File: src/rtl/branch_pkg.sv
// Shared definitions for the branch resolve unit:
// condition codes, BHT counter encodings and the counter update rule.
package branch_pkg;

  localparam logic [2:0] BEQ  = 3'b000;
  localparam logic [2:0] BNE  = 3'b001;
  localparam logic [2:0] SLT  = 3'b010;
  localparam logic [2:0] SLTU = 3'b011;
  localparam logic [2:0] BLT  = 3'b100;
  localparam logic [2:0] BGE  = 3'b101;
  localparam logic [2:0] BLTU = 3'b110;
  localparam logic [2:0] BGEU = 3'b111;

  typedef enum logic [1:0] {
    SNT = 2'b00,
    WNT = 2'b01,
    WT  = 2'b10,
    ST  = 2'b11
  } bht_state_e;

  function automatic logic [1:0] bht_next(
    input logic [1:0] state,
    input logic       taken
  );
    logic [1:0] nxt;
    nxt = state;
    if (taken) begin
      if (state != ST) nxt = state + 2'd1;
    end else begin
      if (state != SNT) nxt = state - 2'd1;
    end
    return nxt;
  endfunction

endpackage

File: src/rtl/branch_bht.sv
// Branch history table of 2-bit saturating counters.
// Async lookup for fetch, sync training from execute; no bypass.
module branch_bht
  import branch_pkg::*;
#(
  parameter int XLEN      = 32,
  parameter int ENTRIES   = 64,
  parameter int INDEX_LSB = 2
) (
  input  logic            clk,
  input  logic            rst,
  input  logic [XLEN-1:0] i_lookup_pc,
  output logic            o_lookup_taken,
  input  logic            i_upd_en,
  input  logic [XLEN-1:0] i_upd_pc,
  input  logic            i_upd_taken
);

  localparam int IW = $clog2(ENTRIES);

  logic [1:0]    r_cnt [ENTRIES];
  logic [IW-1:0] w_rd_idx;
  logic [IW-1:0] w_wr_idx;
  logic          w_unused;

  assign w_rd_idx = i_lookup_pc[INDEX_LSB +: IW];
  assign w_wr_idx = i_upd_pc[INDEX_LSB +: IW];
  assign w_unused = ^{i_lookup_pc, i_upd_pc};

  // Read returns the stored value, so a same-cycle update is not visible.
  assign o_lookup_taken = r_cnt[w_rd_idx][1];

  // Reset all counters to weakly not-taken; train one entry per cycle.
  always_ff @(posedge clk or posedge rst) begin
    if (rst) begin
      for (int i = 0; i < ENTRIES; i++) r_cnt[i] <= WNT;
    end else if (i_upd_en) begin
      r_cnt[w_wr_idx] <= bht_next(r_cnt[w_wr_idx], i_upd_taken);
    end
  end

endmodule

File: src/rtl/branch_resolve_unit.sv
// Execute-stage branch/compare resolution with registered results,
// mispredict detection, BHT training and saturating perf counters.
module branch_resolve_unit
  import branch_pkg::*;
#(
  parameter int XLEN        = 32,
  parameter int BHT_ENTRIES = 64,
  parameter int INDEX_LSB   = 2,
  parameter int CNT_W       = 32
) (
  input  logic             clk,
  input  logic             rst,
  input  logic [XLEN-1:0]  lookup_pc,
  output logic             lookup_taken,
  input  logic             ex_valid,
  input  logic             ex_is_branch,
  input  logic [2:0]       ex_funct3,
  input  logic [XLEN-1:0]  ex_rs1,
  input  logic [XLEN-1:0]  ex_rs2,
  input  logic [XLEN-1:0]  ex_pc,
  input  logic [XLEN-1:0]  ex_imm,
  input  logic             ex_pred_taken,
  input  logic             flush,
  output logic             res_valid,
  output logic             res_taken,
  output logic [XLEN-1:0]  res_next_pc,
  output logic             res_mispredict,
  output logic             res_illegal,
  output logic [XLEN-1:0]  slt_result,
  output logic [CNT_W-1:0] branch_cnt,
  output logic [CNT_W-1:0] mispredict_cnt
);

  logic [XLEN:0]   w_d;
  logic            w_c, w_z, w_n, w_v;
  logic            w_cond;
  logic            w_accept;
  logic            w_slt_f3;
  logic            w_br_ok;
  logic            w_illegal;
  logic            w_taken;
  logic            w_mis;
  logic [XLEN-1:0] w_next_pc;
  logic [XLEN-1:0] w_slt;

  logic             r_valid, r_taken, r_mis, r_illegal;
  logic [XLEN-1:0]  r_next_pc, r_slt;
  logic [CNT_W-1:0] r_bcnt, r_mcnt;

  // rs1 - rs2 as a single carry-out subtraction.
  assign w_d = {1'b0, ex_rs1} + {1'b0, ~ex_rs2} + (XLEN+1)'(1);
  assign w_c = w_d[XLEN];
  assign w_z = (w_d[XLEN-1:0] == '0);
  assign w_n = w_d[XLEN-1];
  assign w_v = (ex_rs1[XLEN-1] != ex_rs2[XLEN-1]) &
               (w_d[XLEN-1] != ex_rs1[XLEN-1]);

  // Condition select by funct3.
  always_comb begin
    w_cond = 1'b0;
    unique case (ex_funct3)
      BEQ:  w_cond = w_z;
      BNE:  w_cond = ~w_z;
      BLT:  w_cond = w_n ^ w_v;
      BGE:  w_cond = ~(w_n ^ w_v);
      BLTU: w_cond = ~w_c;
      BGEU: w_cond = w_c;
      SLT:  w_cond = w_n ^ w_v;
      SLTU: w_cond = ~w_c;
    endcase
  end

  assign w_accept  = ex_valid & ~flush;
  assign w_slt_f3  = (ex_funct3 == SLT) | (ex_funct3 == SLTU);
  assign w_br_ok   = ex_is_branch & ~w_slt_f3;
  assign w_illegal = ex_is_branch ? w_slt_f3 : ~w_slt_f3;
  assign w_taken   = w_br_ok & w_cond;
  assign w_mis     = w_br_ok & (w_taken ^ ex_pred_taken);
  assign w_next_pc = w_taken ? ex_pc + ex_imm : ex_pc + XLEN'(4);
  assign w_slt     = (~ex_is_branch & w_slt_f3) ? XLEN'(w_cond) : '0;

  // Result registers: strobe every accepted op, hold fields otherwise.
  always_ff @(posedge clk or posedge rst) begin
    if (rst) begin
      r_valid   <= 1'b0;
      r_taken   <= 1'b0;
      r_mis     <= 1'b0;
      r_illegal <= 1'b0;
      r_next_pc <= '0;
      r_slt     <= '0;
    end else begin
      r_valid <= w_accept;
      if (w_accept) begin
        r_taken   <= w_taken;
        r_mis     <= w_mis;
        r_illegal <= w_illegal;
        r_next_pc <= w_next_pc;
        r_slt     <= w_slt;
      end
    end
  end

  // Saturating counters of resolved and mispredicted legal branches.
  always_ff @(posedge clk or posedge rst) begin
    if (rst) begin
      r_bcnt <= '0;
      r_mcnt <= '0;
    end else if (w_accept & w_br_ok) begin
      if (r_bcnt != '1) r_bcnt <= r_bcnt + CNT_W'(1);
      if (w_mis && r_mcnt != '1) r_mcnt <= r_mcnt + CNT_W'(1);
    end
  end

  branch_bht #(
    .XLEN      (XLEN),
    .ENTRIES   (BHT_ENTRIES),
    .INDEX_LSB (INDEX_LSB)
  ) u_bht (
    .clk            (clk),
    .rst            (rst),
    .i_lookup_pc    (lookup_pc),
    .o_lookup_taken (lookup_taken),
    .i_upd_en       (w_accept & w_br_ok),
    .i_upd_pc       (ex_pc),
    .i_upd_taken    (w_taken)
  );

  assign res_valid      = r_valid;
  assign res_taken      = r_taken;
  assign res_next_pc    = r_next_pc;
  assign res_mispredict = r_mis;
  assign res_illegal    = r_illegal;
  assign slt_result     = r_slt;
  assign branch_cnt     = r_bcnt;
  assign mispredict_cnt = r_mcnt;

endmodule

File: config.mk
export PLATFORM = sky130hd
export DESIGN_NAME = branch_resolve_unit
export DESIGN_NICKNAME = d
export VERILOG_FILES = /design/src/rtl/branch_pkg.sv /design/src/rtl/branch_bht.sv /design/src/rtl/branch_resolve_unit.sv
export SDC_FILE = /design/constraint.sdc
export NUM_CORES = 1
export LEC_CHECK = 0
export CAP_MARGIN = 10
export CORE_ASPECT_RATIO = 1.5
export CORE_MARGIN = 1
export CORE_UTILIZATION = 30
export CTS_BUF_LIST = sky130_fd_sc_hd__clkbuf_8
export CTS_CLUSTER_DIAMETER = 200
export DETAILED_ROUTE_END_ITERATION = 12
export PLACE_DENSITY_LB_ADDON = 0.12
export SLEW_MARGIN = 5
export SYNTH_ARGS = -nofsm -noshare
export SYNTH_HDL_FRONTEND = slang
export SYNTH_SLANG_ARGS = --single-unit
File: constraint.sdc
create_clock -name clk -period 24.2 [get_ports clk]
set_clock_uncertainty 0.1 [all_clocks]
set_input_delay 7.26 -clock clk [delete_from_list [all_inputs] [get_ports clk]]
set_output_delay 7.26 -clock clk [all_outputs]
set_load 0.02 [all_outputs]
==> reports/results.txt, run 1 <==
Syn avg cell area = 9.692 µm²
Register area = 0.005811 mm²
Warnings, synthesis = 0
R2r startpoint = mispredict_cnt[6]$_DFFE_PP0P_
End of the worst register-to-register path = mispredict_cnt[9]$_DFFE_PP0P_
Share of cells above drive strength 1 = 0.1843
Final Setup Violations = 0
Final slew viol count = 0
Num ports = 302
Post-CTS Setup Inserts = 0
Hold path cells = 2
Largest net degree at the start of global routing = 91
MaxCap Viol Count = 0
Most frequent cell after synthesis = nand2_1
Reg2reg setup slack = 20620 ps
Clk root buf = clkbuf_8
GRT Total Usage = 0.1851
Synth Register Bits = 229
Grt total ovfl = 0
Primary FF master, synth = dfrtp_1
Routability congestion estimate = 0.8649
H-tree lvl count = 2
Top sig layer = met4
Fill cells = 5411
Status = finished, final reports clean
Core Area = 0.05258 mm²
Power per cell area = 54.63 mW/mm²
Cells after synthesis = 1645
Crit path time final = 17810 ps
CP required = 16840 ps
Met3 wire length = 2290 µm
Wire per inst = 19.51 µm
Crit path DAT = 10450 ps
Vias in the first global route = 13840
Initial DRC count = 595
Longest Clk Path Bufs = 3
Worst Hold Class = reg -> reg
Crit path capture type = output port
Fin crit share = 0.7360
Total wire length = 50370 µm
CP max FO = 16
CTS Hold Buffers Added = 0
CTS Buf Count = 42
Final TNS setup = 0 ps
Async SR Flop Fraction = 1.000
I/O Buffers = 244
Slew @ Worst Pin = 1020 ps
Clk Latency, worst-skew pair = 580 ps
Biggest area consumer among synthesized cells = dfrtp_1
Synth-to-Final Area Change = 23.90%
DR vias/cell = 5.098
Drt first pass iters = 5
Initial Util = 0.3032
Pre-CTS WS = 6434 ps
Top cell type's share of synthesized area = 0.2590
Design Area, Final = 0.01975 mm²
Netlist cell types = 86
Die area = 0.05409 mm²
Multi-input logic area = 0.009425 mm²
WL met2 = 26390 µm
Detail Placement HPWL = 37070 µm
Nets@finish = 2104
Vias = 13160
DRT met1 WL = 19790 µm
Syn Std Cell Area = 0.01594 mm²
Die Y = 284.3 µm
Max VDD drop = 0.03083 mV
# clock sinks = 229
Post-DP Area = 0.01885 mm²
Setup crit start kind = input pin
Max-Slew Margin vs Limit = 0.3178
Reg2Reg Depth = 12
Top post-synthesis cells by area = dfrtp_1 (26%), dfstp_2 (11%), mux2_2 (10%)
Seq/Total Area, Yosys = 0.3645
Clock-pin slew on the worst setup and hold paths = 60 ps
Pleak = 8.402 nW
HP Start = res_next_pc[21]$_DFFE_PP0P_
Unrepaired setup endpoints after global routing = no
Site Rows = 103
# resized after CTS = 0
Hold path endpoint = res_next_pc[21]$_DFFE_PP0P_
List of most frequent post-synthesis cells = nand2_1 (167), dfrtp_1 (165), mux2_2 (144)
CTS tree = yes
Max Freq = 0.05615 GHz
Final WS setup = 6390 ps
Chip width = 190.2 µm
Antenna Nets Post-Route = 0
Final Hold Fails = 0
Post-synth EDFFs = 0
Critical setup path kind = in -> out
First-pass GRT wire length = 78470 µm
Post-route DRC = 0
Initial antenna violation count = 1
==> critical path, cell delays in order <==
cell and delay (ps):
clkdlybuf4s50_1 1140, mux4_2 450, mux4_2 530, mux4_2 500, clkdlybuf4s50_1 560
==> how the worst max path moves through the flow <==
stage,from,end,slack (ps),cells after the start
5_1_grt,lookup_pc[3],lookup_taken,6340,5
4_1_cts,lookup_pc[3],lookup_taken,6410,5
3_5_place_dp,lookup_pc[3],lookup_taken,6430,5
2_1_floorplan,lookup_pc[2],lookup_taken,7100,5
3_3_place_gp,lookup_pc[3],lookup_taken,6400,5
6_report,lookup_pc[3],lookup_taken,6390,5
==> flip-flops by register name, summed over array words and instances, names as in the netlist <==
| name | flops |
|---|---|
| branch_cnt | 32 |
| res_next_pc | 32 |
| u_bht.r_cnt | 128 |
| mispredict_cnt | 32 |
| res_mispredict | 1 |
| res_taken | 1 |
| res_illegal | 1 |
| slt_result | 1 |
| res_valid | 1 |
==> layout make-up <==
| type | instances | share of cell area |
|---|---|---|
| clock buffers | 59 | 0.04111 |
| diodes | 1 | 0.0001267 |
| multi-input cells | 1273 | 0.4772 |
| inverters | 62 | 0.01216 |
| well taps | 682 | 0.04320 |
| flip-flops and latches | 229 | 0.2942 |
| clock inverters | 19 | 0.004244 |
| repair buffers | 257 | 0.1278 |
==> cell usage in the layout, fill, tap and decap left out, drive strengths merged, types with 8 or more instances in the layout <==
cell type | Yosys | final
xnor2 | 90 | 90
a221oi | 9 | 9
and2 | 14 | 14
nand2 | 168 | 168
o211ai | 14 | 14
ha | 68 | 68
clkdlybuf4s50 | 0 | 241
o21ai | 81 | 81
dfrtp | 165 | 165
or3 | 8 | 8
buf | 65 | 16
o21a | 20 | 20
clkbuf | 46 | 59
a21oi | 79 | 79
nand2b | 11 | 11
mux4 | 36 | 36
conb | 1 | 31
nor2b | 13 | 13
mux2i | 21 | 21
inv | 61 | 78
nor2 | 135 | 135
and4 | 10 | 10
a211oi | 8 | 8
and3 | 29 | 29
mux2 | 144 | 144
nand3 | 53 | 53
nor3 | 17 | 17
xor2 | 41 | 41
a31oi | 18 | 18
a21o | 21 | 21
dfstp | 64 | 64
nand4 | 35 | 35
==> stage by stage <==
| stage | util | hold slack, ps | instances | power [mW] |
|---|---|---|---|---|
| 4_1_cts | 0.3756 | 377.2 | 2581 | 1.101 |
| 5_1_grt | 0.3757 | 406.2 | 2582 | 1.141 |
| 3_3_place_gp | 0.3586 | 355.5 | 2503 | 0.6928 |
| 6_report | 0.3757 | 367.3 | 2582 | 1.079 |
| 2_1_floorplan | - | 390.5 | 1675 | 0.5890 |
| 3_5_place_dp | 0.3586 | 362.8 | 2503 | 0.6949 |
==> per-layer routing <==
metal	GRT usage	up-vias
li1	-	6305
met1	0.2116	6410
met2	0.3424	350
met3	0.02506	99
met4	0.07180	0
met5	0	-
==> power breakdown <==
group / switching [mW] / total, mW / internal [mW]
Combinational: 0.152 / 0.264 / 0.113
Sequential: 0.0174 / 0.421 / 0.404
Clock: 0.177 / 0.393 / 0.217
Total: 0.346 / 1.08 / 0.733
==> kinds of logic after synthesis <==
logic type | synth area share
and+or+nand+nor | 0.1571
AOI/OAI and AO/OA | 0.1309
DFF | 0.3645
muxes | 0.1658
buffers and inverters | 0.05219
xor gates and xnor gates | 0.07197
adders and majority gates | 0.05737
other | 0.0002352
Power figures use the tool's default switching activity.
==> inputs of run 2 (changes only) <==
==> constraint.sdc (replaced) <==
create_clock -name clk -period 17 [get_ports clk]
set_clock_uncertainty 0.1 [all_clocks]
set_input_delay 5.1 -clock clk [delete_from_list [all_inputs] [get_ports clk]]
set_output_delay 5.1 -clock clk [all_outputs]
set_load 0.02 [all_outputs]
==> run 2 against run 1 <==
Net effect:
- clock power rose by 35%
- cell count barely moved
- routed wire length barely moved
- power rose by 40%
- register-to-register slack got worse by 7200 ps
- critical path type unchanged
- critical endpoint unchanged
==> reports/results.txt, run 2 (synthesis gave the netlist of run 1 again) <==
Status = finished, final reports clean (unchanged)
Synth-to-Final Area Change = 23.47% (was 23.90%)
Design Area, Final = 0.01969 mm² (was 0.01975 mm²)
CP max FO = 16 (unchanged)
Initial Util = 0.3032 (unchanged)
Chip width = 190.2 µm (unchanged)
Clock-pin slew on the worst setup and hold paths = 60 ps (about the same)
Routability congestion estimate = 0.8732 (was 0.8649)
Max-Slew Margin vs Limit = 0.3238 (was 0.3178)
Final Hold Fails = 0 (unchanged)
Setup crit start kind = input pin (unchanged)
Hold path endpoint = res_next_pc[21]$_DFFE_PP0P_ (unchanged)
R2r startpoint = u_bht.r_cnt[41]$_DFFE_PP0P_ (was mispredict_cnt[6]$_DFFE_PP0P_)
Hold path cells = 2 (unchanged)
Crit path DAT = 8300 ps (was 10450 ps)
Most frequent CP cell = mux4_2 (unchanged)
End of the worst register-to-register path = u_bht.r_cnt[115]$_DFFE_PP0P_ (was mispredict_cnt[9]$_DFFE_PP0P_)
# clock sinks = 229 (unchanged)
First-pass GRT wire length = 78400 µm (was 78470 µm)
Grt total ovfl = 0 (unchanged)
Top delay family on crit path = buffers and inverters (unchanged)
Critical setup path kind = in -> out (unchanged)
Reg2Reg Depth = 8 (was 12)
Worst Hold Class = reg -> reg (unchanged)
Comb power frac = 0.249 (was 0.245)
I/O Buffers = 244 (unchanged)
Vias = 13160 (unchanged)
Num ports = 302 (unchanged)
CTS tree = yes (unchanged)
Nets@finish = 2103 (was 2104)
Die Y = 284.3 µm (unchanged)
Post-DP Area = 0.01885 mm² (about the same)
Net Sw Frac = 0.3222 (was 0.3206)
Crit path buffers/inverters = 2 (unchanged)
Detail Placement HPWL = 36740 µm (was 37070 µm)
Total wire length = 50330 µm (was 50370 µm)
Most frequent cells in the layout = clkdlybuf4s50_1 (241), nand2_1 (167), dfrtp_1 (165), mux2_2 (144), nor2_1 (134) (unchanged)
Final slew viol count = 0 (unchanged)
Post-CTS Setup Inserts = 0 (unchanged)
Clk root buf = clkbuf_8 (unchanged)
# resized after CTS = 0 (unchanged)
Post-route DRC = 0 (unchanged)
Crit path capture type = output port (unchanged)
Drt first pass iters = 5 (unchanged)
Power per cell area = 76.57 mW/mm² (was 54.63 mW/mm²)
Vias in the first global route = 13770 (was 13840)
Clk Latency, worst-skew pair = 570 ps (was 580 ps)
Max VDD drop = 0.05021 mV (was 0.03083 mV)
Critical path's largest stage delay = 1140 ps (about the same)
Unrepaired setup endpoints after global routing = no (unchanged)
MaxCap Viol Count = 0 (unchanged)
Fin crit share = 0.7943
Clk pwr share = 0.353 (was 0.364)
Crit path time final = 13500 ps
DR vias/cell = 5.102 (was 5.098)
H-tree lvl count = 2 (unchanged)
Core Area = 0.05258 mm² (unchanged)
Pint = 1.022 mW (was 0.7332 mW)
Fill cells = 5317 (was 5411)
Largest net degree at the start of global routing = 98 (was 91)
Antenna Nets Post-Route = 0 (unchanged)
HP Start = res_next_pc[21]$_DFFE_PP0P_ (unchanged)
Most common cell after layout, fill and taps aside = clkdlybuf4s50_1 (unchanged)
Slew @ Worst Pin = 1011 ps (was 1020 ps)
Die area = 0.05409 mm² (unchanged)
Initial antenna violation count = 1 (unchanged)
CTS Hold Buffers Added = 0 (unchanged)
Final Setup Violations = 0 (unchanged)
Reg power frac = 0.398 (was 0.391)
Initial DRC count = 448 (was 595)
GRT Total Usage = 0.1848 (was 0.1851)
Pleak = 8.377 nW (was 8.402 nW)
Wire per inst = 19.51 µm (about the same)
Crit-path cells = clkdlybuf4s50_1 -> mux4_2 -> mux4_2 -> mux4_2 -> clkdlybuf4s50_1 (unchanged)
Switching power = 0.4857 mW (was 0.3459 mW)
CTS Buf Count = 42 (unchanged)
Max Freq = 0.07406 GHz
Final TNS setup = 0 ps (unchanged)
CP required = 11800 ps (was 16840 ps)
Register with the most flip-flops = u_bht.r_cnt (unchanged)
Site Rows = 103 (unchanged)
Slowest cell on the critical path = clkdlybuf4s50_1 (unchanged)
Longest Clk Path Bufs = 3 (unchanged)
Reg2reg setup slack = 13420 ps (was 20620 ps)
Share of cells above drive strength 1 = 0.1813 (was 0.1843)
Max reg flops = 128 (unchanged)
Fin util = 0.3744 (was 0.3757)
run 2: routing by layer:
| layer | track usage | routed length (µm) | vias to the layer above |
|---|---|---|---|
| met4 | 0.06680 | 1676 | 0 |
| li1 | - | - | 6308 |
| met2 | 0.3469 | 26610 | 328 |
| met3 | 0.02247 | 2243 | 97 |
| met1 | 0.2104 | 19800 | 6431 |
| met5 | 0 | 0 | - |
run 2: cell type report:
type	instances	area, µm²	area share
antenna	1	2.502	0.0001271
clock inverter	26	133.9	0.006801
tap	682	853.3	0.04335
multi-input combinational	1273	9425	0.4788
sequential	229	5811	0.2952
inverter	62	240.2	0.01220
clock buffer	51	701.9	0.03566
timing repair buffer	256	2517	0.1279
run 2: through the flow:
step	worst slack (ps)	power, mW	hold WS [ps]	cells
floorplan	4219	0.8384	390.5	1675
global placement	3510	0.9857	355.9	2502
finish	3498	1.507	369.2	2580
detailed placement	3493	0.9885	366.2	2502
CTS	3486	1.539	379.4	2579
global route	3452	1.596	409.2	2580
run 2: worst reg2reg max path, stage by stage (launching register included):
cell	delay, ps
dfrtp_1	390
mux4_2	490
mux2i_1	150
o22ai_1	130
a2111oi_0	760
a21oi_1	150
o21a_1	520
buf_4	430
mux2_2	340
run 2: how the worst max path moves through the flow:
stage,from,end,slack [ps],cells past startpoint
2_1_floorplan,lookup_pc[2],lookup_taken,4220,5
3_3_place_gp,lookup_pc[3],lookup_taken,3510,5
3_5_place_dp,lookup_pc[3],lookup_taken,3490,5
4_1_cts,lookup_pc[3],lookup_taken,3490,5
5_1_grt,lookup_pc[3],lookup_taken,3450,5
6_report,lookup_pc[3],lookup_taken,3500,5
run 2: power groups by stage:
stage / registers, mW / logic [mW] / clock network, mW
2_1_floorplan: 0.632 / 0.207 / 0
5_1_grt: 0.604 / 0.413 / 0.579
3_3_place_gp: 0.608 / 0.378 / 0
6_report: 0.600 / 0.376 / 0.531
3_5_place_dp: 0.610 / 0.379 / 0
4_1_cts: 0.601 / 0.381 / 0.557
==> inputs of run 3 (changes only) <==
==> constraint.sdc (replaced) <==
create_clock -name clk -period 12.4 [get_ports clk]
set_clock_uncertainty 0.1 [all_clocks]
set_input_delay 3.72 -clock clk [delete_from_list [all_inputs] [get_ports clk]]
set_output_delay 3.72 -clock clk [all_outputs]
set_load 0.02 [all_outputs]
==> run 3 against run 2 <==
Net effect:
- worst hold slack got worse by 8.1 ps
- register-to-register slack got worse by 4600 ps
- core utilization increased by 0.067 points
- highest routed layer unchanged
- sequential share of layout area decreased by 0.053 points
- design area increased by 0.18%
- critical path type unchanged
- largest cell class unchanged
- clock power increased by 43%
- routed wire length increased by 0.26%
- worst setup slack got worse by 1900 ps
==> reports/results.txt, run 3 (synthesis gave the netlist of run 1 again) <==
Most frequent cells in the layout = clkdlybuf4s50_1 (241), nand2_1 (167), dfrtp_1 (165), mux2_2 (144), nor2_1 (134) (unchanged)
Clk root buf = clkbuf_8 (unchanged)
Pleak = 8.388 nW (was 8.377 nW)
Crit path time final = 10810 ps
Synth-to-Final Area Change = 23.69% (was 23.47%)
Final Setup Violations = 0 (unchanged)
Num ports = 302 (unchanged)
Drt first pass iters = 5 (unchanged)
End of the worst register-to-register path = mispredict_cnt[9]$_DFFE_PP0P_ (was u_bht.r_cnt[115]$_DFFE_PP0P_)
I/O Buffers = 244 (unchanged)
Pint = 1.412 mW (was 1.022 mW)
Fin crit share = 0.8716
CP required = 8580 ps (was 11800 ps)
GRT Total Usage = 0.1851 (was 0.1848)
CTS tree = yes (unchanged)
Most common cell after layout, fill and taps aside = clkdlybuf4s50_1 (unchanged)
Crit path capture type = output port (unchanged)
Nets@finish = 2103 (unchanged)
Share of cells above drive strength 1 = 0.1839 (was 0.1813)
Die Y = 284.3 µm (unchanged)
Most frequent CP cell = mux4_2 (unchanged)
Status = finished, final reports clean (unchanged)
Final slew viol count = 0 (unchanged)
Slowest cell on the critical path = clkdlybuf4s50_1 (unchanged)
Initial antenna violation count = 1 (unchanged)
Setup crit start kind = input pin (unchanged)
Worst Hold Class = reg -> reg (unchanged)
Clk Latency, worst-skew pair = 600 ps (was 570 ps)
Antenna Nets Post-Route = 0 (unchanged)
Comb power frac = 0.246 (was 0.249)
Reg2reg setup slack = 8860 ps (was 13420 ps)
HP Start = res_next_pc[21]$_DFFE_PP0P_ (unchanged)
Detail Placement HPWL = 36980 µm (was 36740 µm)
Max-Slew Margin vs Limit = 0.2624 (was 0.3238)
Register with the most flip-flops = u_bht.r_cnt (unchanged)
Largest net degree at the start of global routing = 119 (was 98)
Crit path DAT = 6990 ps (was 8300 ps)
Site Rows = 103 (unchanged)
CTS Hold Buffers Added = 0 (unchanged)
Final Hold Fails = 0 (unchanged)
Max VDD drop = 0.07145 mV (was 0.05021 mV)
Initial DRC count = 587 (was 448)
Slew @ Worst Pin = 1103 ps (was 1011 ps)
Critical setup path kind = in -> out (unchanged)
Vias in the first global route = 13870 (was 13770)
Post-CTS Setup Inserts = 0 (unchanged)
Fin util = 0.3750 (was 0.3744)
Fill cells = 5362 (was 5317)
Post-route DRC = 0 (unchanged)
Hold_ws = 361.1 ps (was 369.2 ps)
Crit path buffers/inverters = 2 (unchanged)
MaxCap Viol Count = 0 (unchanged)
Crit-path cells = clkdlybuf4s50_1 -> mux4_2 -> mux4_2 -> mux4_2 -> clkdlybuf4s50_1 (unchanged)
Hold path cells = 2 (unchanged)
Longest Clk Path Bufs = 3 (unchanged)
First-pass GRT wire length = 78800 µm (was 78400 µm)
Critical path's largest stage delay = 1200 ps (was 1140 ps)
Max reg flops = 128 (unchanged)
Core Area = 0.05258 mm² (unchanged)
CP max FO = 16 (unchanged)
Switching power = 0.6853 mW (was 0.4857 mW)
Final WS setup = 1592 ps (was 3498 ps)
Reg power frac = 0.392 (was 0.398)
CTS Buf Count = 42 (unchanged)
Routability congestion estimate = 0.8581 (was 0.8732)
Pre-CTS WS = 1635 ps (was 3493 ps)
R2r startpoint = mispredict_cnt[7]$_DFFE_PP0P_ (was u_bht.r_cnt[41]$_DFFE_PP0P_)
Grt total ovfl = 0 (unchanged)
Chip width = 190.2 µm (unchanged)
# resized after CTS = 0 (unchanged)
DR vias/cell = 5.103 (was 5.102)
H-tree lvl count = 2 (unchanged)
Power per cell area = 106.4 mW/mm² (was 76.57 mW/mm²)
Clock-pin slew on the worst setup and hold paths = 60 ps (about the same)
Clk pwr share = 0.362 (was 0.353)
Top delay family on crit path = buffers and inverters (unchanged)
Initial Util = 0.3032 (unchanged)
Die area = 0.05409 mm² (unchanged)
Reg2Reg Depth = 12 (was 8)
Final TNS setup = 0 ps (unchanged)
# clock sinks = 229 (unchanged)
Unrepaired setup endpoints after global routing = no (unchanged)
Max Freq = 0.09253 GHz
Vias = 13180 (was 13160)
Wire per inst = 19.54 µm (was 19.51 µm)
Net Sw Frac = 0.3267 (was 0.3222)
Total wire length = 50460 µm (was 50330 µm)
Hold path endpoint = res_next_pc[21]$_DFFE_PP0P_ (unchanged)
-- run 3: cell count changes in the layout (fill, tap and decap cells not counted) --
cell,delta
clkinvlp_4,-1
diode_2,+1
inv_1,-4
inv_6,+1
clkinv_2,+2
inv_8,+2
clkbuf_8,+1
-- run 3: how the worst max path moves through the flow --
stage,from,end,slack [ps],cells past startpoint
global route,lookup_pc[3],lookup_taken,1570,5
finish,lookup_pc[3],lookup_taken,1590,5
CTS,lookup_pc[3],lookup_taken,1610,5
floorplan,lookup_pc[2],lookup_taken,2380,5
global placement,lookup_pc[3],lookup_taken,1640,5
detailed placement,lookup_pc[3],lookup_taken,1640,5
-- run 3: layout make-up --
type | instances | area (µm²) | area share
Tap cell | 682 | 853.3 | 0.04327
Multi-Input combinational cell | 1273 | 9425 | 0.4780
Antenna cell | 2 | 5.005 | 0.0002538
Clock inverter | 26 | 152.6 | 0.007741
Inverter | 62 | 240.2 | 0.01218
Sequential cell | 229 | 5811 | 0.2947
Timing Repair Buffer | 256 | 2517 | 0.1277
Clock buffer | 52 | 715.7 | 0.03629
-- run 3: per-layer routing --
| metal | vias to the layer above | routed length (µm) | GRT usage |
|---|---|---|---|
| met5 | - | 0 | 0 |
| li1 | 6306 | - | - |
| met2 | 312 | 27120 | 0.3513 |
| met4 | 0 | 1466 | 0.06180 |
| met1 | 6471 | 19960 | 0.2092 |
| met3 | 88 | 1910 | 0.02297 |
-- run 3: worst register-to-register path: stages (launching register included) --
cell and delay, ps:
dfrtp_1 450, and4_1 260, and3_1 230, and4_1 290, nand4_1 180, nor2_1 500
nand3_1 150, nor2_1 420, nor3_1 100, and3_1 190, or2_2 360, nand4_1 130
xnor2_1 120
-- run 3: through the flow --
step	total power, mW	instance area, µm²	std cells
2_1_floorplan	1.149	16060	1675
6_report	2.098	19720	2582
5_1_grt	2.220	19720	2581
4_1_cts	2.138	19720	2580
3_3_place_gp	1.351	18850	2502
3_5_place_dp	1.356	18850	2502
-- run 3: power by group through the flow --
| stage | clock network, mW | registers [mW] | logic, mW |
|---|---|---|---|
| after CTS | 0.793 | 0.823 | 0.523 |
| after global routing | 0.825 | 0.828 | 0.567 |
| final | 0.760 | 0.822 | 0.516 |
| after floorplan | 0 | 0.866 | 0.283 |
| after global placement | 0 | 0.833 | 0.518 |
| after detailed placement | 0 | 0.835 | 0.520 |
